File: src/rtl/gamepad_pmod_pkg.sv
// Shared constants for the gamepad PMOD emitter: button bit positions, frame sizes, FSM states.
package gamepad_pmod_pkg;
  localparam int WORD_BITS  = 12;
  localparam int FRAME_BITS = 24;
  localparam logic [WORD_BITS-1:0] ABSENT_WORD = 12'hFFF;

  localparam int BTN_B      = 11;
  localparam int BTN_Y      = 10;
  localparam int BTN_SELECT = 9;
  localparam int BTN_START  = 8;
  localparam int BTN_UP     = 7;
  localparam int BTN_DOWN   = 6;
  localparam int BTN_LEFT   = 5;
  localparam int BTN_RIGHT  = 4;
  localparam int BTN_A      = 3;
  localparam int BTN_X      = 2;
  localparam int BTN_L      = 1;
  localparam int BTN_R      = 0;

  typedef enum logic [2:0] {
    IDLE  = 3'd0,
    LOAD  = 3'd1,
    LO    = 3'd2,
    HI    = 3'd3,
    LATCH = 3'd4,
    GAP   = 3'd5
  } state_e;
endpackage

File: src/rtl/gamepad_pmod_socd_filter.sv
// Clears opposing direction pairs (up+down, left+right) in one 12-bit controller word.
module gamepad_pmod_socd_filter
  import gamepad_pmod_pkg::*;
(
  input  logic [WORD_BITS-1:0] word_i,
  output logic [WORD_BITS-1:0] word_o
);
  always_comb begin
    word_o = word_i;
    if (word_i[BTN_UP] && word_i[BTN_DOWN]) begin
      word_o[BTN_UP]   = 1'b0;
      word_o[BTN_DOWN] = 1'b0;
    end
    if (word_i[BTN_LEFT] && word_i[BTN_RIGHT]) begin
      word_o[BTN_LEFT]  = 1'b0;
      word_o[BTN_RIGHT] = 1'b0;
    end
  end
endmodule

File: src/rtl/gamepad_pmod_emitter.sv
// Gamepad PMOD transmitter: shifts {p2, p1} MSB first, then pulses latch and idles.
// Define GAMEPAD_PMOD_EMITTER_SOCD_EN to clean opposing directions at LOAD.
module gamepad_pmod_emitter
  import gamepad_pmod_pkg::*;
#(
  parameter int CLK_DIV     = 4,
  parameter int IDLE_CYCLES = 16
) (
  input  logic                 clk,
  input  logic                 reset,
  input  logic                 enable,
  input  logic [WORD_BITS-1:0] buttons_p1,
  input  logic [WORD_BITS-1:0] buttons_p2,
  input  logic                 p2_present,
  output logic                 pmod_clk,
  output logic                 pmod_data,
  output logic                 pmod_latch,
  output logic                 busy,
  output logic                 frame_done
);
  localparam int HCW = $clog2(CLK_DIV + 1);
  localparam int GCW = $clog2(IDLE_CYCLES + 1);
  // The single IDLE cycle is the last cycle of the idle gap, so back-to-back
  // frames repeat every 1 + 2*CLK_DIV*24 + CLK_DIV + IDLE_CYCLES cycles.
  localparam int GAP_LEN = IDLE_CYCLES - 1;
  localparam logic [HCW-1:0] HC_LAST  = HCW'(CLK_DIV - 1);
  localparam logic [GCW-1:0] GC_LAST  = GCW'((GAP_LEN > 0) ? GAP_LEN - 1 : 0);
  localparam logic [4:0]     BIT_LAST = 5'(FRAME_BITS - 1);

  logic [WORD_BITS-1:0] p1_w, p2_raw, p2_w;

`ifdef GAMEPAD_PMOD_EMITTER_SOCD_EN
  gamepad_pmod_socd_filter u_socd_p1 (.word_i(buttons_p1), .word_o(p1_w));
  gamepad_pmod_socd_filter u_socd_p2 (.word_i(buttons_p2), .word_o(p2_raw));
`else
  assign p1_w   = buttons_p1;
  assign p2_raw = buttons_p2;
`endif

  assign p2_w = p2_present ? p2_raw : ABSENT_WORD;

  state_e                state_q, state_d;
  logic [HCW-1:0]        hc_q, hc_d;
  logic [4:0]            bit_q, bit_d;
  logic [GCW-1:0]        gc_q, gc_d;
  logic [FRAME_BITS-1:0] shreg_q, shreg_d;
  logic                  fd_q, fd_d;

  always_ff @(posedge clk) begin
    if (reset) begin
      state_q <= IDLE;
      hc_q    <= '0;
      bit_q   <= '0;
      gc_q    <= '0;
      shreg_q <= '0;
      fd_q    <= 1'b0;
    end else begin
      state_q <= state_d;
      hc_q    <= hc_d;
      bit_q   <= bit_d;
      gc_q    <= gc_d;
      shreg_q <= shreg_d;
      fd_q    <= fd_d;
    end
  end

  always_comb begin
    state_d = state_q;
    hc_d    = hc_q + 1'b1;
    bit_d   = bit_q;
    gc_d    = gc_q;
    shreg_d = shreg_q;
    fd_d    = 1'b0;
    case (state_q)
      IDLE: if (enable) state_d = LOAD;
      LOAD: begin
        shreg_d = {p2_w, p1_w};
        bit_d   = '0;
        state_d = LO;
      end
      LO: if (hc_q == HC_LAST) state_d = HI;
      HI: if (hc_q == HC_LAST) begin
        shreg_d = {shreg_q[FRAME_BITS-2:0], 1'b0};
        bit_d   = bit_q + 5'd1;
        state_d = (bit_q == BIT_LAST) ? LATCH : LO;
      end
      LATCH: if (hc_q == HC_LAST) begin
        fd_d    = 1'b1;
        state_d = (GAP_LEN > 0) ? GAP : IDLE;
      end
      GAP: begin
        gc_d = gc_q + 1'b1;
        if (gc_q == GC_LAST) state_d = IDLE;
      end
      default: state_d = IDLE;
    endcase
    if (state_d != state_q) begin
      hc_d = '0;
      gc_d = '0;
    end
  end

  assign pmod_clk   = (state_q == HI);
  assign pmod_data  = ((state_q == LO) || (state_q == HI)) && shreg_q[FRAME_BITS-1];
  assign pmod_latch = (state_q == LATCH);
  assign busy       = (state_q != IDLE);
  assign frame_done = fd_q;
endmodule
File: config.mk
export PLATFORM = sky130hd
export DESIGN_NAME = gamepad_pmod_emitter
export DESIGN_NICKNAME = d
export VERILOG_FILES = /design/src/rtl/gamepad_pmod_pkg.sv /design/src/rtl/gamepad_pmod_socd_filter.sv /design/src/rtl/gamepad_pmod_emitter.sv
export SDC_FILE = /design/constraint.sdc
export NUM_CORES = 1
export LEC_CHECK = 0
export ABC_AREA = 1
export CAP_MARGIN = 20
export CORE_MARGIN = 2
export CORE_UTILIZATION = 45
export DETAILED_ROUTE_END_ITERATION = 8
export GPL_TIMING_DRIVEN = 0
export HOLD_SLACK_MARGIN = 0.08
export PLACE_DENSITY_LB_ADDON = 0.3
export SLEW_MARGIN = 5
export SYNTH_ARGS = -nofsm -noshare
export SYNTH_HDL_FRONTEND = slang
export SYNTH_HIERARCHICAL = 1
export SYNTH_SLANG_ARGS = --single-unit
File: constraint.sdc
create_clock -name clk -period 2.75 [get_ports clk]
set_clock_uncertainty 0.05 [all_clocks]
set_input_delay 0.55 -clock clk [delete_from_list [all_inputs] [get_ports clk]]
set_output_delay 0.55 -clock clk [all_outputs]
set_load 0.01 [all_outputs]
* Word-level counts from Yosys, hierarchy flattened
Index checks and enable logic that the tools add are counted.
** Storage, ports and cells
- Bits in registers :: 41
- Input bits :: 28
- Output and inout port bits :: 5
- Word-level logic and storage cells :: 41
** Operators by class
- Add/subtract/negate cells :: 3
- Equal/unequal tests :: 10
- Multiplexer cells :: 13
- Bitwise logic cells :: 1
- Reduce and logical (&&, ||, !) cells :: 8
** Operator list (number)
- 24-bit one-hot mux with 2 select lines :: 1
- 24-bit 2-to-1 mux :: 1
- 3-bit 2-to-1 mux :: 6
- 3-bit one-hot mux with 6 select lines :: 1
- 12-bit 2-to-1 mux :: 1
- 5-bit by 1-bit adder with 5-bit output, second input constant :: 2
- 5-bit one-hot mux with 2 select lines :: 1
- 3-bit by 2-bit equality test with 1-bit output, second input constant :: 3
- 3-bit equality test, second input constant :: 2
- 5-bit by 4-bit equality test with 1-bit output, second input constant :: 1
- 5-bit equality test, second input constant :: 1
- 5-bit 2-to-1 mux :: 1
- 2-bit OR reduction :: 2
- 3-bit by 1-bit adder with 3-bit output, second input constant :: 1
- 3-bit by 1-bit equality test with 1-bit output, second input constant :: 1
- 3-bit logical NOT :: 1
- 3-bit inequality test :: 1
- 3-bit nonzero test :: 1
- 2-bit by 1-bit inequality test with 1-bit output, second input constant :: 1
- 2-bit AND reduction :: 1
- 2-bit nonzero test :: 1
- 1-bit logical AND :: 1
- 1-bit logical OR :: 1
- 1-bit 2-to-1 mux :: 1
- 1-bit NOT :: 1

* Depth between registers and ports, before layout
Gate-level depths: netlist (run 1).
- Word-level depth :: 6
- Depth in mapped cells :: 9

* Worst setup path before layout (run 1)
OpenSTA, ideal clock, no wires.
- Path kind :: flip-flop to flip-flop
- Start point :: reg hc_q[0]
- End point :: reg gc_q[0]
- Arrival time :: 1.430 ns
- Data required time :: 2.635 ns
- Slack :: 1.205 ns
- Stages on the path, launching flop included :: 10
- Buffers on the path :: 0
- Cells stage by stage :: dfxtp_1 ha_1 ha_1 nand2_1 nor2_1 nand3_1 nand2_1 a21oi_1 nand3_4 nor2_2
** On the way
- Longest elaborated chain between the ends :: 5
- Elaborated cells on any way between the ends :: 7
- Classes of those cells :: 2 x eq/ne; 4 x mux; 1 x reduce/logical
** Ends and longest elaborated chain
- from (decl) :: line gamepad_pmod_emitter.sv:43 : logic [HCW-1:0] hc_q, hc_d;
- from (signal assigned) :: line gamepad_pmod_emitter.sv:52 : hc_q <= '0;
- from (signal assigned) :: line gamepad_pmod_emitter.sv:59 : hc_q <= hc_d;
- 3-bit by 2-bit equality test with 1-bit output (*) :: line gamepad_pmod_emitter.sv:81, gamepad_pmod_emitter.sv:82, gamepad_pmod_emitter.sv:87
- 3-bit 2-to-1 mux (on tied branches) :: line gamepad_pmod_emitter.sv:87, gamepad_pmod_emitter.sv:81, gamepad_pmod_emitter.sv:82
- 3-bit one-hot mux with 6 select lines (*) :: line gamepad_pmod_emitter.sv:74 : case (state_q)
- 3-bit inequality test (*) :: line gamepad_pmod_emitter.sv:97 : if (state_d != state_q) begin
- 2-bit OR reduction (no line) (*)
- to (signal assigned) :: line gamepad_pmod_emitter.sv:61 : gc_q <= gc_d;
- to (decl) :: line gamepad_pmod_emitter.sv:45 : logic [GCW-1:0] gc_q, gc_d;
Mark *: on every way between the ends. The rest lies on a longest branch, timed or not.
A chain may end at the register's enable or synchronous reset.

* Worst setup path in the final report (run 1)
- Start point :: reg state_q[1]
- End point :: out pmod_clk
** On the way
- Longest elaborated chain between the ends :: 1
** Ends and longest elaborated chain
- from (decl) :: line gamepad_pmod_emitter.sv:42 : state_e state_q, state_d;
- from (signal assigned) :: line gamepad_pmod_emitter.sv:58 : state_q <= state_d;
- 3-bit by 2-bit equality test with 1-bit output :: line gamepad_pmod_emitter.sv:103 : assign pmod_clk = (state_q == HI);
- to (decl) :: line gamepad_pmod_emitter.sv:15 : output logic pmod_clk,
Every way passes these cells.

==> reports/results.md, run 1 <==
| Step | Parameter | Value |
|---|---|---|
| clock network | TritonCTS clock tree | done |
| routing | Wirelength per Cell | 11.9 um |
| power and ir drop | Static leakage | 0.937 nW |
| finish | Fill cell instance count of the final layout | 380 |
| timing | Final setup vio count | 0 |
| clock network | CTS root buffer | sky130_fd_sc_hd__clkbuf_8 |
| worst setup path | Number of cells on the worst reg-to-reg path | 9 |
| global routing | Wire length of the first global-routing pass | 6780 um |
| worst setup path | Top Family by Delay on Critical Path | buffers and inverters |
| floorplan | Core area | 4030 sq um |
| floorplan | Die area | 4750 sq um |
| synth | Number of register bits inferred by synthesis | 41 |
| finish | Core utilization of the finished layout | 59.5% |
| finish | Post-layout nets | 323 |
| worst setup path | Total stage count of the critical path | 4 |
| timing | Maximum frequency from static timing analysis | 385 MHz |
| clock network | Clock latency of the later-clocked register in the worst-skew pair | 0.30 ns |
| timing | Tightest Pin Transition | 0.435 ns |
| timing | RSZ-0062 raised after global routing | no |
| run | Max-cap violation count | 0 |
| routing | TritonRoute pass-1 iters | 4 |
| run status | Result of the run | finished, final reports clean |
| finish | Area taken by multi-input logic gates | 927 sq um |
| placement | Dpl hpwl | 2870 um |
| worst setup path | Worst path required time | 2.15 ns |
| timing | Final critical-path setup slack | 0.156 ns |
| global routing | Global route total overflow | 0 |
| global routing | Met1 demand-to-capacity share in global routing | 24.0% |
| placement | Setup Slack @ Placement | 0.420 ns |
| global routing | GR met2 Demand/Resource | 31.9% |
| placement | Port Buf Inserts | 32 |
| worst setup path | WP data arrival | 1.99 ns |
| placement | Weighted congestion reported at the end of routability-driven placement | 0.806 |
| power and ir drop | Cell Pwr Density | 553 nW/um^2 |
| finish | Area growth from synthesis to layout | 26.4% |
| clock network | Clock-pin transition on the worst setup and hold timing paths | 0.07 ns |
| floorplan | Die boundary height | 68.9 um |
| routing | Average vias per placed instance | 5.04 |
| finish | FF+latch area | 822 sq um |
| synth | Share of synthesized area occupied by flip-flops and latches | 43.2% |
| synth | Synthesized area per cell | 7.56 sq um |
| timing | Remaining max-slew budget at the tightest pin | 71.0% |
| finish | Number of diodes | 0 |
| worst hold path | Hold Path Depth | 1 |
| clock network | Total clock sinks | 41 |
| worst setup path | Crit Path Category | register to output port |
| timing | Share of the cycle needed by the critical path after routing | 94.3% |
| worst setup path | Startpoint of the worst register-to-register path | hc_q[0] |
| routing | Detailed router's first-iteration violation count | 135 |
| synth | Combined area of all synthesized cells | 1900 sq um |
| worst hold path | Worst min-delay path class | register to register |
| synth | Total nets after synthesis | 284 |
| floorplan | Initial Utilization | 47.1% |
| global routing | Total global routing track utilization | 19.2% |
| floorplan | I/O pin cnt | 33 |
| synth | Post-synthesis cell count | 251 |
| clock network | Number of buffers added by the clock tree synthesis step | 5 |
| clock network | H-Tree Depth | 2 |
| timing | Count of endpoints failing hold in the final timing report | 0 |
| floorplan | Row cnt | 23 |
| synth | Number of library cell types mapped by synthesis | 25 |
| worst setup path | Cell with the biggest individual delay on the critical path | sky130_fd_sc_hd__clkdlybuf4s50_1 |
| routing | Wirelength, routed | 4050 um |
| worst setup path | Highest fanout seen on the critical path | 10 |
| worst hold path | Worst min-delay path endpoint | hc_q[0] |
| global routing | Antenna violations before repair | 0 |
| power and ir drop | Tot Pwr | 1.33 mW |
| worst setup path | Sum of buffers and inverters on the critical path | 3 |
| floorplan | Horiz. Die Dim | 68.9 um |
| routing | Via count | 1718 |
| routing | Number of nets still failing antenna checks after routing | 0 |
| worst setup path | Reg2reg end | gc_q[2] |
| timing | Max-slew violation count | 0 |
| power and ir drop | Worst voltage drop across the vdd grid | 0.292 mV |
| clock network | Max Buffers Root-to-Sink | 2 |
| global routing | Pin count of the biggest net entering global routing | 13 |
| timing | Post-Route Setup TNS | 0 ns |
| finish | Share of cells above drive strength 1 | 12.0% |
| synth | Yosys warnings | 6 |
| worst setup path | Ordered cell list for the critical path | nand3_2 > inv_2 > buf_2 > clkdlybuf4s50_1 |
| worst setup path | Startpoint Class | register |
| worst setup path | Reg2reg setup slack | 1.01 ns |
| worst setup path | Slowest stage delay, CP | 0.57 ns |
| global routing | Met3 Track Usage GR | 3.41% |
| global routing | Layer carrying the most global-route usage | met2 |
| global routing | Vias in the first global route | 1601 |
| worst hold path | Start point of the worst hold path | hc_q[0] |
| timing | Fin crit period | 2.59 ns |
| worst setup path | Element type at the critical path end | output port |
| routing | DRC violations left | 0 |
-- kinds of logic after synthesis --
family	Yosys count	share of synthesized area, %
adders and majority gates	5	3.30
xor gates and xnor gates	5	2.31
AOI/OAI and AO/OA	68	20.3
DFF	41	43.2
and+or+nand+nor	98	22.9
buffers and inverters	34	7.91
-- placed cells by master, fill, tap and decap left out --
master	netlist	final
sky130_fd_sc_hd__clkbuf_1	4	5
sky130_fd_sc_hd__nor3_2	1	1
sky130_fd_sc_hd__clkbuf_8	0	6
sky130_fd_sc_hd__a21oi_1	5	5
sky130_fd_sc_hd__o21ai_4	1	1
sky130_fd_sc_hd__inv_1	17	17
sky130_fd_sc_hd__bufinv_16	0	1
sky130_fd_sc_hd__nand3_2	2	2
sky130_fd_sc_hd__nand2_1	56	56
sky130_fd_sc_hd__a31oi_1	24	24
sky130_fd_sc_hd__o21ai_1	25	25
sky130_fd_sc_hd__nand3_1	7	7
sky130_fd_sc_hd__dfxtp_1	41	40
sky130_fd_sc_hd__buf_2	4	4
sky130_fd_sc_hd__clkdlybuf4s50_1	0	32
sky130_fd_sc_hd__xnor2_1	2	2
sky130_fd_sc_hd__ha_1	5	5
sky130_fd_sc_hd__nand3_4	1	1
sky130_fd_sc_hd__nor3_1	3	3
sky130_fd_sc_hd__dfxtp_2	0	1
sky130_fd_sc_hd__nor2_2	9	9
sky130_fd_sc_hd__buf_6	2	2
sky130_fd_sc_hd__inv_2	5	5
sky130_fd_sc_hd__xor2_1	3	3
sky130_fd_sc_hd__buf_1	1	1
sky130_fd_sc_hd__nor2_1	19	19
sky130_fd_sc_hd__o21ai_2	1	1
sky130_fd_sc_hd__inv_4	1	1
sky130_fd_sc_hd__o21ai_0	12	12
-- layer usage --
layer	vias up	wire length, um
met3	7	133
met1	769	1990
met4	0	84
met5	-	0
met2	33	1850
li1	909	-
-- worst max-delay path by stage --
stage | startpoint | end | slack [ns]
6_report | state_q[1] | pmod_clk | 0.16
5_1_grt | state_q[2] | pmod_clk | 0.009
4_1_cts | state_q[0] | pmod_clk | 0.09
3_5_place_dp | state_q[0] | pmod_clk | 0.42
3_3_place_gp | state_q[0] | pmod_clk | 0.40
2_1_floorplan | hc_q[0] | gc_q[0] | 1.21
-- power breakdown --
group	internal [mW]	leakage, nW	switching [mW]	total (mW)
clock	0.296	0.0585	0.205	0.501
sequential	0.629	0.335	0.0212	0.650
combinational	0.0835	0.544	0.0909	0.174
total	1.01	0.937	0.318	1.33
-- metrics by stage --
step	cells	cell area [sq um]	hold WS, ns
final	341	2400	0.385
after global routing	341	2400	0.404
after CTS	341	2400	0.388
after detailed placement	333	2280	0.375
after global placement	333	2280	0.372
after floorplan	251	1900	0.362
-- cells in the mapped netlist, drive strengths merged --
| master | instances | area [sq um] |
|---|---|---|
| buf | 7 | 46.3 |
| nor2 | 28 | 128 |
| dfxtp | 41 | 821 |
| xnor2 | 2 | 17.5 |
| nand3 | 10 | 72.6 |
| ha | 5 | 62.6 |
| nand2 | 56 | 210 |
| o21ai | 39 | 210 |
| inv | 23 | 88.8 |
| xor2 | 3 | 26.3 |
| a21oi | 5 | 25.0 |
| a31oi | 24 | 150 |
| clkbuf | 4 | 15.0 |
| nor3 | 4 | 25.0 |
-- sequential cells by signal, summed over array words and instances (netlist names) --
register	cells
shreg_q	24
bit_q	5
frame_done	1
state_q	3
gc_q	5
hc_q	3
-- worst reg2reg max path, delay by kind of cell (launching register included) --
kind,cells,cell delay [ns]
adder cells (fa/ha/maj),2,0.48
AND/OR/NAND/NOR,6,0.60
AO/OA/AOI/OAI,1,0.23
flip-flops,1,0.32
-- what timing repair did --
action | 4_1_cts | 5_1_grt
buffers inserted | 0 | 0
endpoints found under the setup margin | 0 | 1
gates resized for setup | 0 | 1
hold buffers | 0 | 0
-- cell type report --
type,instances,area share [%]
Multi-Input combinational cell,176,38.7
Sequential cell,41,34.3
Timing Repair Buffer,32,13.4
Inverter,23,3.70
Clock buffer,7,3.60
Tap cell,50,2.61
Buffer,11,2.56
Clock inverter,1,1.25
Note: power is estimated with default switching activity, not from simulation.
==> run 2, diff against run 1 <==
--- a/config.mk
+++ b/config.mk
@@ -7,12 +7,15 @@
 export LEC_CHECK = 0
 export ABC_AREA = 1
 export CAP_MARGIN = 20
-export CORE_MARGIN = 2
-export CORE_UTILIZATION = 45
+export CELL_PAD_IN_SITES_DETAIL_PLACEMENT = 1
+export CELL_PAD_IN_SITES_GLOBAL_PLACEMENT = 1
+export CORE_MARGIN = 8
+export CORE_UTILIZATION = 40
 export DETAILED_ROUTE_END_ITERATION = 8
 export GPL_TIMING_DRIVEN = 0
 export HOLD_SLACK_MARGIN = 0.08
 export PLACE_DENSITY_LB_ADDON = 0.3
+export SETUP_SLACK_MARGIN = 0.2
 export SLEW_MARGIN = 5
 export SYNTH_ARGS = -nofsm -noshare
 export SYNTH_HDL_FRONTEND = slang
==> run 2 against run 1 <==
Routed wire length increased by 20%. Global-route usage down 5.2 points. Critical path depth is 1 higher. Highest routed layer unchanged. Critical path type unchanged. Critical endpoint unchanged.
==> reports/results.md, run 2 (synthesis gave the netlist of run 1 again) <==
| Step | Parameter | Value |
|---|---|---|
| run status | Result of the run | finished, final reports clean |
| timing | Tightest Pin Transition | 0.456 ns |
| run | Max-cap violation count | 0 |
| clock network | TritonCTS clock tree | done |
| timing | Post-Route Setup TNS | 0 ns |
| finish | Most common cell after layout, fill and taps aside | sky130_fd_sc_hd__nand2_1 |
| finish | Flip-flop count of the largest register, all copies and words added | 24 |
| power and ir drop | Static leakage | 0.924 nW |
| worst setup path | Number of cells on the worst reg-to-reg path | 9 |
| worst setup path | Startpoint Class | register |
| finish | Number of diodes | 0 |
| worst setup path | Ordered cell list for the critical path | inv_2 > nand3_4 > inv_4 > buf_4 > clkdlybuf4s50_1 |
| worst setup path | Reg2reg end | gc_q[4] |
| routing | TritonRoute pass-1 iters | 4 |
| floorplan | Horiz. Die Dim | 84.9 um |
| worst hold path | Worst min-delay path endpoint | hc_q[0] |
| power and ir drop | Cell Pwr Density | 512 nW/um^2 |
| clock network | Clock-pin transition on the worst setup and hold timing paths | 0.08 ns |
| routing | Wirelength per Cell | 14.1 um |
| worst setup path | Worst path required time | 2.15 ns |
| floorplan | Die area | 7210 sq um |
| routing | Number of nets still failing antenna checks after routing | 0 |
| timing | Maximum frequency from static timing analysis | 409 MHz |
| clock network | Total clock sinks | 41 |
| routing | Detailed router's first-iteration violation count | 76 |
| timing | Remaining max-slew budget at the tightest pin | 69.6% |
| floorplan | Die boundary height | 84.9 um |
| worst setup path | Startpoint of the worst register-to-register path | hc_q[0] |
| worst setup path | Highest fanout seen on the critical path | 10 |
| power and ir drop | Tot Pwr | 1.22 mW |
| clock network | Clock latency of the later-clocked register in the worst-skew pair | 0.30 ns |
| timing | Max-slew violation count | 0 |
| timing | Count of endpoints failing hold in the final timing report | 0 |
| worst setup path | Cell with the biggest individual delay on the critical path | sky130_fd_sc_hd__clkdlybuf4s50_1 |
| worst setup path | Slowest stage delay, CP | 0.56 ns |
| timing | Final setup vio count | 0 |
| finish | Commonest cells after routing, fill and taps aside | sky130_fd_sc_hd__nand2_1 (56), sky130_fd_sc_hd__dfxtp_1 (39), sky130_fd_sc_hd__clkdlybuf4s50_1 (32) |
| finish | Largest regs | shreg_q x24, bit_q x5, gc_q x5 |
| placement | Dpl hpwl | 3570 um |
| finish | Most flop-heavy register | shreg_q |
| global routing | Wire length of the first global-routing pass | 8180 um |
| clock network | Cts hold-fix bufs | 0 |
| finish | Share of cells above drive strength 1 | 12.4% |
| clock network | H-Tree Depth | 2 |
| worst hold path | Start point of the worst hold path | hc_q[0] |
| routing | Average vias per placed instance | 5.10 |
| global routing | Total global routing track utilization | 14.0% |
| routing | DRC violations left | 0 |
| finish | Fill cell instance count of the final layout | 597 |
| timing | RSZ-0062 raised after global routing | no |
| clock network | Number of buffers added by the clock tree synthesis step | 5 |
| timing | Fin crit period | 2.45 ns |
| finish | Post-layout nets | 323 |
| worst setup path | Reg2reg setup slack | 0.98 ns |
| worst setup path | Crit Path Category | register to output port |
| routing | Wirelength, routed | 4860 um |
| finish | Area growth from synthesis to layout | 25.6% |
| power and ir drop | Worst voltage drop across the vdd grid | 0.222 mV |
| routing | Via count | 1761 |
| worst hold path | Hold Path Depth | 1 |
| global routing | Pin count of the biggest net entering global routing | 13 |
| worst setup path | Element type at the critical path end | output port |
| global routing | Vias in the first global route | 1732 |
| placement | Port Buf Inserts | 32 |
| placement | Weighted congestion reported at the end of routability-driven placement | 0.772 |
| floorplan | I/O pin cnt | 33 |
| clock network | CTS root buffer | sky130_fd_sc_hd__clkbuf_8 |
| clock network | Max Buffers Root-to-Sink | 2 |
| global routing | Global route total overflow | 0 |
| worst hold path | Worst min-delay path class | register to register |
| global routing | Antenna violations before repair | 0 |
| timing | Share of the cycle needed by the critical path after routing | 88.9% |
| floorplan | Core area | 4660 sq um |
| floorplan | Row cnt | 25 |
| worst setup path | WP data arrival | 1.85 ns |
| floorplan | Initial Utilization | 40.7% |
run 2: worst max path at each step:
stage               depth (start not counted)        from  slack, ns  endpoint
global placement                            4  state_q[0]       0.35  pmod_clk
finish                                      5  state_q[2]       0.30  pmod_clk
CTS                                         5  state_q[2]       0.24  pmod_clk
global route                                5  state_q[2]       0.22  pmod_clk
detailed placement                          4  state_q[0]       0.36  pmod_clk
floorplan                                   9     hc_q[0]       1.21   gc_q[0]
run 2: per-layer routing:
layer / track usage [%] / vias to the layer above / share of wire [%]
met5: 0 / - / 0
met3: 4.44 / 10 / 3.9
li1: - / 916 / -
met2: 21.8 / 21 / 46
met1: 17.5 / 814 / 48
met4: 5.50 / 0 / 2.0
run 2: critical path, delay by kind of cell (launching register included):
kind                   cells  cell delay, ns
buffers and inverters      4            1.02
DFF                        1            0.39
and+or+nand+nor            1            0.14
run 2: power breakdown:
group          internal [mW]  total (mW)  switching (mW)
Clock                  0.176       0.390           0.214
Sequential             0.629       0.653          0.0234
Combinational         0.0842       0.178          0.0937
run 2: repair_timing:
| action | in CTS | in global routing |
|---|---|---|
| resized for setup | 4 | 1 |
| buffers inserted | 0 | 0 |
| setup endpoints to repair | 1 | 1 |
| pin swaps | 0 | 0 |
run 2: final cells by class:
type                       instances  area (sq um)  share of cell area, %
multi-input combinational        176           935                   39.2
sequential                        41           823                   34.5
timing repair buffer              32           320                   13.4
inverter                          23          91.3                   3.83
clock buffer                       6          72.6                   3.04
tap                               54          67.6                   2.83
buffer                            11          63.8                   2.68
clock inverter                     2          10.0                  0.420
run 2: metrics by stage:
stage               std cells  hold slack, ns  setup slack (ns)  instance area [sq um]  utilization, %
CTS                       345           0.400             0.244                   2380            51.1
detailed placement        337           0.386             0.356                   2290            49.0
finish                    345           0.399             0.305                   2380            51.1
floorplan                 251           0.362              1.21                   1900               -
global route              345           0.434             0.221                   2380            51.1
global placement          337           0.370             0.351                   2290            49.0
==> run 3, diff against run 2 <==
--- a/config.mk
+++ b/config.mk
@@ -6,7 +6,6 @@
 export NUM_CORES = 1
 export LEC_CHECK = 0
 export ABC_AREA = 1
-export CAP_MARGIN = 20
 export CELL_PAD_IN_SITES_DETAIL_PLACEMENT = 1
 export CELL_PAD_IN_SITES_GLOBAL_PLACEMENT = 1
 export CORE_MARGIN = 8
==> results of run 3 <==
The final DEF is identical to that of run 2; final timing and power are the same.
==> patch 1, RTL diff (config.mk and constraints of run 1) <==
Add a define of `GAMEPAD_PMOD_EMITTER_SOCD_EN`.
--- a/src/rtl/gamepad_pmod_emitter.sv
+++ b/src/rtl/gamepad_pmod_emitter.sv
@@ -1,5 +1,7 @@
 // Gamepad PMOD transmitter: shifts {p2, p1} MSB first, then pulses latch and idles.
 // Define GAMEPAD_PMOD_EMITTER_SOCD_EN to clean opposing directions at LOAD.
+`define GAMEPAD_PMOD_EMITTER_SOCD_EN
+
 module gamepad_pmod_emitter
   import gamepad_pmod_pkg::*;
 #(
Check against the original RTL: same outputs for any inputs over 10 cycles, from zero or initial values and one cycle with reset high; that may be too few to reach the edited logic, so the function may still have changed.
==> patch 1 against run 1 <==
Via count rose by 4.8%; routed wire length down 0.74%; power shrank 9.4%; sequential cell count stayed put; first-iteration DRC count down 39%; sequential share of layout area is 0.16 points higher; hold slack improved by 0.0039 ns; setup slack better by 0.0041 ns; area after synthesis is 9.5% higher; final area decreased by 0.47%; global-route usage down 2.6 points; critical path type unchanged.
==> patch 1: results (changes against run 1) <==
Power and ir drop
  – Max IR drop VDD: 0.0003266 V (+12%)
  – Net Sw Frac: 26.31% (+2.4 points)
  – Leakage: 0.9879 nW (+5.4%)
  – Power density relative to cell area: 503.0 mW/mm2 (-9.0%)
  – Share of power burned in the clock network: 31.3% (-6.5 points)
  – Comb power frac: 14.5% (+1.3 points)

Worst setup path
  – End of the worst register-to-register path: hc_q[1]$_SDFF_PP0_
  – Count of buffering cells on the critical path with inverters included: 4 (+1)
  – Worst setup path startpoint: state_q[2]$_SDFF_PP0_

Route
  – Routed vias/inst: 5.014 (-0.48%)
  – DRT Wirelength: 4.022 mm (-0.74%)
  – Count of routing violations after the opening detailed-route iteration: 82 (-39%)
  – Post-detailed-route wirelength per cell: 11.20 um (-5.7%)

Status
  – Status: finished clean

Placement
  – Final Wtd Congestion: 0.7904 (-2.0%)
  – Number of port buffers: 16 (-50%)
  – Number of cells in the design after placement: 351 (+5.4%)
  – Total placed instance area: 0.002303 mm2 (+0.99%)
  – Dpl ws: 0.4228 ns (+0.002326 ns)

Clocking
  – Number of gates resized after cts: 0 (unchanged)

Yosys
  – Leading cell types by count after synthesis: sky130_fd_sc_hd__nand2_1, sky130_fd_sc_hd__dfxtp_1, sky130_fd_sc_hd__nor2_1
  – Adder-Cell Fraction of Synth Area: 3.010% (-0.29 points)
  – Net count after synthesis: 316 (+11%)
  – Fraction of the mapped netlist area in compound gates: 18.54% (-1.8 points)
  – Post-synthesis average cell area: 7.344 um2 (-2.9%)
  – Leading cell types by total area after synthesis: sky130_fd_sc_hd__dfxtp_1, sky130_fd_sc_hd__nand2_1, sky130_fd_sc_hd__a31oi_1, sky130_fd_sc_hd__o21ai_1, sky130_fd_sc_hd__buf_4
  – Sequential area share after synthesis: 39.49% (-3.7 points)
  – Post-synthesis share of cell area spent on xor and xnor gates: 2.107% (-0.20 points)
  – Post-synthesis cell type count: 26 (+4.0%)

Finish
  – Net count of the finished layout: 339 (+5.0%)
  – Number of inserted filler cells in the final layout: 436 (+15%)
  – Layout cells sized above 1: 16.61% (+4.6 points)
  – Final antenna diode count: 0 (unchanged)

Timing
  – Part of the cycle the worst path needs: 94.19% (-0.15 points)
  – Relative slew slack: 71.15% (+0.16 points)
  – WHS: 0.3890 ns (+0.003885 ns)

Global routing
  – Global routing usage summed across all routing layers: 16.66% (-2.6 points)
==> patch 1: changes by cell type in the layout (fill, tap and decap cells not counted), sizes merged, moves of 2 or more <==
cell           delta
nor2              +8
clkdlybuf4s50    -16
inv               +8
buf              +16
clkinv            +2
==> patch 1: cell type report <==
cell class	instances	area (um2)	share of cell area, %
Clock buffer	6	72.57	3.040
Inverter	31	118.9	4.979
Timing Repair Buffer	16	160.2	6.709
Multi-Input combinational cell	184	957.2	40.09
Sequential cell	41	822.0	34.43
Tap cell	52	65.06	2.725
Clock inverter	2	10.01	0.4193
Buffer	27	181.4	7.600
==> patch 1: cell families after synthesis <==
| kind of cell | count (synthesis) |
|---|---|
| flops | 41 |
| fa+ha+maj | 5 |
| simple gates | 106 |
| xor+xnor | 5 |
| buf+inv | 58 |
| compound gates | 68 |
==> patch 1: routing by layer <==
metal,routed length (um),GRT usage [%],vias up
li1,-,-,952
met1,2010,21.38,803
met2,1773,26.65,37
met3,160,3.889,8
met4,77,7.757,0
met5,0,0,-
==> patch 2, RTL diff (flow settings as in run 1) <==
Without the edit above. Encoding of `state_e`: now one-hot (6 bits for 6 states).
--- a/src/rtl/gamepad_pmod_pkg.sv
+++ b/src/rtl/gamepad_pmod_pkg.sv
@@ -17,13 +17,13 @@
   localparam int BTN_L      = 1;
   localparam int BTN_R      = 0;
 
-  typedef enum logic [2:0] {
-    IDLE  = 3'd0,
-    LOAD  = 3'd1,
-    LO    = 3'd2,
-    HI    = 3'd3,
-    LATCH = 3'd4,
-    GAP   = 3'd5
+  typedef enum logic [5:0] {
+    IDLE  = 6'b000001,
+    LOAD  = 6'b000010,
+    LO    = 6'b000100,
+    HI    = 6'b001000,
+    LATCH = 6'b010000,
+    GAP   = 6'b100000
   } state_e;
 endpackage
 
Formal check against the unedited RTL: same outputs for any inputs over 10 cycles, from zero or initial values and one cycle with reset high; not proved beyond that.
==> patch 2 against run 1 <==
Routed wire length grew 12%; sequential power grew 3.1%; setup slack lost 0.034 ns; core utilization shrank 1.9 points; combinational power shrank 20%; area after synthesis grew 10%; final area grew 6.1%; sequential cell count grew 3; critical path type unchanged; largest power group unchanged; power shrank 10%; clock power shrank 24%.
==> patch 2: results (changes against run 1) <==
Yosys
  – Sequential area share after synthesis: 42.16% (-1.1 points)
  – Post-synthesis average cell area: 7.230 um2 (-4.4%)
  – Post-synthesis share of cell area spent on xor and xnor gates: 2.096% (-0.21 points)
  – Leading cell types by count after synthesis: sky130_fd_sc_hd__nand2_1, sky130_fd_sc_hd__dfxtp_1, sky130_fd_sc_hd__o21ai_0
  – Adder-Cell Fraction of Synth Area: 2.994% (-0.30 points)
  – Net count after synthesis: 322 (+13%)

Global routing
  – Global routing usage summed across all routing layers: 19.96% (+0.72 points)
  – Global-route wire length before repair: 8.293 mm (+22%)
  – Number of global-route vias before repair: 1944 (+21%)
  – GRT met2 Usage: 32.62% (+0.77 points)

Placement
  – Final Wtd Congestion: 0.8813 (+9.3%)
  – Number of cells in the design after placement: 372 (+12%)

Finish
  – Layout cells sized above 1: 7.339% (-4.7 points)
  – Clock distribution area overhead in the final layout: 3.050% (-1.8 points)
  – Non-CTS inverters: 28 (+22%)
  – Count of sequential standard cells: 44 (+7.3%)
  – Post-route insts no fill: 379 (+11%)
  – Multi-input gate share of the layout cell area: 40.97% (+2.3 points)
  – Number of inserted filler cells in the final layout: 430 (+13%)
  – Non-clock buffer area fraction after layout: 14.61% (-1.3 points)
  – Number of clock buffer instances in the layout: 6 (-1)
  – Net count of the finished layout: 360 (+11%)
  – Sequential cell area: 882.1 um2 (+7.3%)

Power and ir drop
  – Leakage: 1.044 nW (+11%)
  – Power attributed to combinational cells: 0.140 mW (-20%)
  – Internal: 0.8994 mW (-11%)
  – Max IR drop VDD: 0.0002958 V (+1.3%)

Timing
  – Timing-limited maximum frequency: 0.3804 GHz (-1.3%)

Route
  – Length of routed wiring on met1: 2.192 mm (+10%)
  – DR WL met3: 167 um (+26%)
  – Count of routing violations after the opening detailed-route iteration: 102 (-24%)
  – Routed vias/inst: 5.227 (+3.7%)
  – Post-detailed-route wirelength per cell: 11.93 um (+0.37%)

Worst setup path
  – Worst setup path startpoint: state_q[5]$_SDFF_PP0_

Status
  – Status: finished clean
-- patch 2: changes by cell type after synthesis, moves of 3 or more --
cell / change
sky130_fd_sc_hd__o21ai_0: +30
sky130_fd_sc_hd__o21ai_1: -25
sky130_fd_sc_hd__nor2_1: +13
sky130_fd_sc_hd__inv_1: +9
sky130_fd_sc_hd__nand2_1: +8
sky130_fd_sc_hd__nor2_2: -6
sky130_fd_sc_hd__a21oi_1: +4
sky130_fd_sc_hd__dfxtp_1: +3
sky130_fd_sc_hd__inv_2: -3
-- patch 2: worst paths after layout --
check,endpoint,slack [ns],cells after the start
max,pmod_clk,0.12,5
max reg2reg,shreg_q[16]$_SDFFE_PP0P_,0.78,9
min reg2reg,hc_q[0]$_SDFF_PP0_,0.37,1
min,hc_q[0]$_SDFF_PP0_,0.37,1
-- patch 2: critical path, cell delays in order, from the launching register on --
cell	delay, ns
sky130_fd_sc_hd__dfxtp_1	0.34
sky130_fd_sc_hd__nor2_1	0.23
sky130_fd_sc_hd__nand3_4	0.19
sky130_fd_sc_hd__inv_2	0.17
sky130_fd_sc_hd__buf_2	0.23
sky130_fd_sc_hd__clkdlybuf4s50_1	0.57
-- patch 2: metrics by stage --
step / utilization, % / area, um2 / power, mW / hold WS [ns] / worst slack, ns
floorplan: - / 2090 / 0.7602 / 0.3492 / 1.062
global placement: 55.84 / 2465 / 0.8215 / 0.3606 / 0.4466
detailed placement: 55.84 / 2465 / 0.8240 / 0.3682 / 0.4131
CTS: 57.60 / 2542 / 1.209 / 0.3796 / 0.06807
global route: 57.62 / 2544 / 1.253 / 0.4006 / 0.03485
finish: 57.62 / 2544 / 1.192 / 0.3726 / 0.1213
-- patch 2: cell families after synthesis --
logic type      count (synthesis)
simple gates                  118
compound gates                 76
flops                          44
buf+inv                        41
xor+xnor                        5
fa+ha+maj                       5
